===== src/rtl/alu_arbiter.sv =====
`timescale 1ns/1ps
// Two-requester round-robin front end for a shared combinational ALU.
// One operation in flight: IDLE accepts, EXEC samples the ALU, RESP holds the result.
module alu_arbiter (
    input  logic        clk,
    input  logic        rst_n,
    input  logic        req0V,
    input  logic [15:0] req0A,
    input  logic [15:0] req0B,
    input  logic        req0C,
    input  logic [2:0]  req0Opc,
    output logic        req0Rdy,
    input  logic        req1V,
    input  logic [15:0] req1A,
    input  logic [15:0] req1B,
    input  logic        req1C,
    input  logic [2:0]  req1Opc,
    output logic        req1Rdy,
    output logic [15:0] aluA,
    output logic [15:0] aluB,
    output logic        aluC,
    output logic [2:0]  aluOpc,
    input  logic [15:0] aluW,
    input  logic        aluZer,
    input  logic        aluNeg,
    output logic        rspV,
    input  logic        rspRdy,
    output logic [15:0] rspW,
    output logic        rspZer,
    output logic        rspNeg,
    output logic        rspId
);

    typedef enum logic [1:0] {IDLE, EXEC, RESP} state_t;

    state_t      state_q, state_d;
    logic        last_grant_q, last_grant_d;
    logic [15:0] op_a_q, op_a_d;
    logic [15:0] op_b_q, op_b_d;
    logic        op_c_q, op_c_d;
    logic [2:0]  op_opc_q, op_opc_d;
    logic        id_q, id_d;
    logic [15:0] res_w_q, res_w_d;
    logic        res_zer_q, res_zer_d;
    logic        res_neg_q, res_neg_d;
    logic        sel1;

    always_ff @(posedge clk or negedge rst_n) begin
        if (!rst_n) begin
            state_q      <= IDLE;
            last_grant_q <= 1'b1;
            op_a_q       <= '0;
            op_b_q       <= '0;
            op_c_q       <= 1'b0;
            op_opc_q     <= '0;
            id_q         <= 1'b0;
            res_w_q      <= '0;
            res_zer_q    <= 1'b0;
            res_neg_q    <= 1'b0;
        end else begin
            state_q      <= state_d;
            last_grant_q <= last_grant_d;
            op_a_q       <= op_a_d;
            op_b_q       <= op_b_d;
            op_c_q       <= op_c_d;
            op_opc_q     <= op_opc_d;
            id_q         <= id_d;
            res_w_q      <= res_w_d;
            res_zer_q    <= res_zer_d;
            res_neg_q    <= res_neg_d;
        end
    end

    always_comb begin
        state_d      = state_q;
        last_grant_d = last_grant_q;
        op_a_d       = op_a_q;
        op_b_d       = op_b_q;
        op_c_d       = op_c_q;
        op_opc_d     = op_opc_q;
        id_d         = id_q;
        res_w_d      = res_w_q;
        res_zer_d    = res_zer_q;
        res_neg_d    = res_neg_q;
        req0Rdy      = 1'b0;
        req1Rdy      = 1'b0;
        // Requester 1 wins alone, or under contention when 0 was granted last
        sel1         = req1V && (!req0V || !last_grant_q);

        unique case (state_q)
            IDLE: begin
                // Gated by rst_n so no Rdy is presented while held in reset
                req0Rdy = rst_n && req0V && !sel1;
                req1Rdy = rst_n && sel1;
                if (req0V || req1V) begin
                    state_d      = EXEC;
                    last_grant_d = sel1;
                    id_d         = sel1;
                    op_a_d       = sel1 ? req1A   : req0A;
                    op_b_d       = sel1 ? req1B   : req0B;
                    op_c_d       = sel1 ? req1C   : req0C;
                    op_opc_d     = sel1 ? req1Opc : req0Opc;
                end
            end
            EXEC: begin
                res_w_d   = aluW;
                res_zer_d = aluZer;
                res_neg_d = aluNeg;
                state_d   = RESP;
            end
            RESP: begin
                if (rspRdy) state_d = IDLE;
            end
            default: state_d = IDLE;
        endcase
    end

    assign aluA   = op_a_q;
    assign aluB   = op_b_q;
    assign aluC   = op_c_q;
    assign aluOpc = op_opc_q;

    assign rspV   = (state_q == RESP);
    assign rspW   = res_w_q;
    assign rspZer = res_zer_q;
    assign rspNeg = res_neg_q;
    assign rspId  = id_q;

endmodule


===== config.mk =====
export PLATFORM = sky130hd
export DESIGN_NAME = alu_arbiter
export DESIGN_NICKNAME = d
export VERILOG_FILES = /design/src/rtl/alu_arbiter.sv
export SDC_FILE = /design/constraint.sdc
export NUM_CORES = 1
export LEC_CHECK = 0
export ABC_CLOCK_PERIOD_IN_PS = 3550
export CORE_UTILIZATION = 41
export DETAILED_ROUTE_END_ITERATION = 6
export GPL_TIMING_DRIVEN = 0
export MAX_ROUTING_LAYER = met4
export PLACE_DENSITY = 0.86
export SYNTH_ARGS = -nofsm -noshare
export SYNTH_HDL_FRONTEND = slang
export SYNTH_SLANG_ARGS = --single-unit

===== constraint.sdc =====
create_clock -name clk -period 3.55 [get_ports clk]
set_clock_uncertainty 0.05 [all_clocks]
set_input_delay 0.71 -clock clk [delete_from_list [all_inputs] [get_ports clk]]
set_output_delay 0.71 -clock clk [all_outputs]
set_load 0.005 [all_outputs]

==> metrics.txt <==
status finished, final reports clean; Clock Power Share 18.9%; fin crit share 90.69%; share of the synthesized area in compound gates (AO/OA/AOI/OAI) 1.593%; final core area utilization 71.64%; crit path capture type output port; Slew HR 52.15%; P_int 2581 uW; most frequent cells in the layout clkdlybuf4s50_1, mux2_2, dfrtp_1; Startpoint Class primary input; Nets 431; grt total ovfl 0; Setup crit end req0Rdy; I/O pin cnt 153; WS Path Type primary input to output port; GP Congestion 0.7036; first drt pass iteration count 4; combinational share of power 47.4%; Reg power frac 33.7%; DRC viols 0; clock-pin transition on the worst setup and hold timing paths 0.06 ns; WL/cell 14.79 um; Post-Syn Area 0.002671 mm^2; reg2reg setup slack 1.72 ns; post-synthesis xor/xnor area fraction 0%; Starting Density 42.31%; Max Freq 310.6 MHz; syn nets 267; fraction of layout cells with a size suffix above 1 34.90%; unrepaired setup endpoints after global routing false; worst reg2reg path endpoint aluB[15]$_DFFE_PN0P_; clk_lat worst skew 0.32 ns; crit path DAT 2.46 ns; Post-Syn Instances 172; Die ar. 0.006842 mm^2; Antenna Cells 0; Sw Pwr 926.4 uW; Core Rows 29; Seq cells post-synth 58; syn avg cell area 15.53 um^2; Fin Setup TNS 0 ns; number of global-route vias before repair 2108; adder-cell area share of the yosys netlist 0%; Worst Reg2Reg Path Length in Cells 5; TritonCTS buffer count 9; largest family of logic cells by synthesized area multiplexers; DP Wirelength 4.723 mm; Vias/cell 4.871; Simple-Gate Fraction of Synth Area 1.218%; Root Driver clkbuf_8; TritonCTS clock tree yes; Max Cap Viol 0; commonest non-fill, non-tap cell in the layout clkdlybuf4s50_1; Setup crit start req0V; Die X 82.72 um; Worst IR Drop VDD 0.4937 mV; Netlist cell types 18; final setup vio count 0; via count 2036; Routed WL 6.181 mm; Period minus WS final 3.219 ns; Layout area overhead 69.32%; reg2reg start state_q[1]$_DFFE_PN0P_; Pwr Total 3507 uW; Post-CTS Resized 0; clk buf depth 2; Critical Path RT 2.79 ns; Seq/Total Area, Yosys 54.38%; Slew Limit Fails 0; Setup WS pre-CTS 0.3214 ns; core area 0.006314 mm^2; endpoints failing hold 0; GRT Resource Usage Total 19.33%; actual slew at the worst max-slew pin 0.7178 ns; # Post-CTS Setup Buffers 0; die height 82.72 um; power per cell area 775.4 mW/mm^2; global-route wire length before repair 9.342 mm; worst hold path type primary input to async pin; post-synthesis mux area share 39.91%; cts hold-fix bufs 0; number of antenna violations at the first check in global routing 0; Crit Path Max Fanout 10; Final WS setup 0.3307 ns; Yosys Warn Count 0; leak pwr 0.001889 uW; htree depth 3; # port buffers 152; # clock sinks 58; switching share of total power 26.42%; largest net degree at the start of global routing 33; DR iter-0 viols 76; DRT antenna net count 0
==> worst min-delay path by stage <==
stage / startpoint / end / slack, ns / cells after the start
floorplan: rst_n / aluA[0]$_DFFE_PN0P_ / 0.36 / 0
global placement: rspW[13]$_DFFE_PN0N_ / rspW[13]$_DFFE_PN0N_ / 0.44 / 1
detailed placement: rspW[11]$_DFFE_PN0N_ / rspW[11]$_DFFE_PN0N_ / 0.44 / 1
CTS: rst_n / aluB[10]$_DFFE_PN0P_ / 0.41 / 1
global route: rst_n / aluA[5]$_DFFE_PN0P_ / 0.45 / 1
finish: rst_n / aluA[5]$_DFFE_PN0P_ / 0.39 / 1
==> synth_stat cells (all sizes together) <==
cell	n	area, um^2
inv	2	7.510
dfstp	1	26.28
buf	10	70.06
nand2	1	3.750
nand2b	2	12.51
a21oi	1	5.000
nor2	2	7.510
a21bo	1	10.01
mux2	90	1066
o32ai	1	8.760
o21ai	1	5.000
o21a	1	7.510
dfrtp	57	1426
a31oi	1	6.260
and4	1	8.760
==> power by group through the flow <==
| stage | registers, uW | logic (uW) | clock network [uW] |
|---|---|---|---|
| final | 1180 | 1660 | 664 |
| after global routing | 1230 | 1790 | 720 |
| after CTS | 1180 | 1690 | 686 |
| after detailed placement | 1190 | 1680 | 0 |
| after global placement | 1170 | 1650 | 0 |
| after floorplan | 1210 | 734 | 0 |
==> per-stage QoR <==
stage | hold slack [ns] | std cells | area, um^2
after CTS | 0.4117 | 418 | 4523
after detailed placement | 0.4419 | 402 | 4304
after global placement | 0.4375 | 401 | 4289
after floorplan | 0.3644 | 172 | 2671
after global routing | 0.4490 | 418 | 4523
final | 0.3923 | 418 | 4523
==> flip-flops by register name (all words and copies together), names as in the netlist <==
name / count
aluA: 16
aluB: 16
aluC: 1
aluOpc: 3
last_grant_q: 1
rspId: 1
rspNeg: 1
rspW: 16
rspZer: 1
state_q: 2
==> final cells by class <==
cell class	count	area [um^2]
sequential	58	1453
inverter	2	7.507
tap	77	96.34
clock inverter	5	77.57
buffer	10	70.07
clock buffer	11	141.4
multi-input combinational	102	1141
fill	453	1790
timing repair buffer	153	1536
==> cell families after synthesis <==
kind of cell / after synthesis
compound gates: 6
flops: 58
buf+inv: 12
simple gates: 6
mux: 90
==> per-layer routing <==
layer | wire length, um | GRT usage [%] | share of wire [%]
met3 | 424 | 4.176 | 6.9
met5 | 0 | - | 0
met4 | 100 | 8.966 | 1.6
met2 | 3197 | 32.21 | 52
met1 | 2458 | 22.21 | 40
==> worst max-delay path, cell delays in order <==
cell	delay (ns)
clkdlybuf4s50_1	0.52
a21bo_2	0.18
buf_6	0.16
buf_6	0.18
and4_1	0.20
clkdlybuf4s50_1	0.51
(Power assumes the default switching activity.)
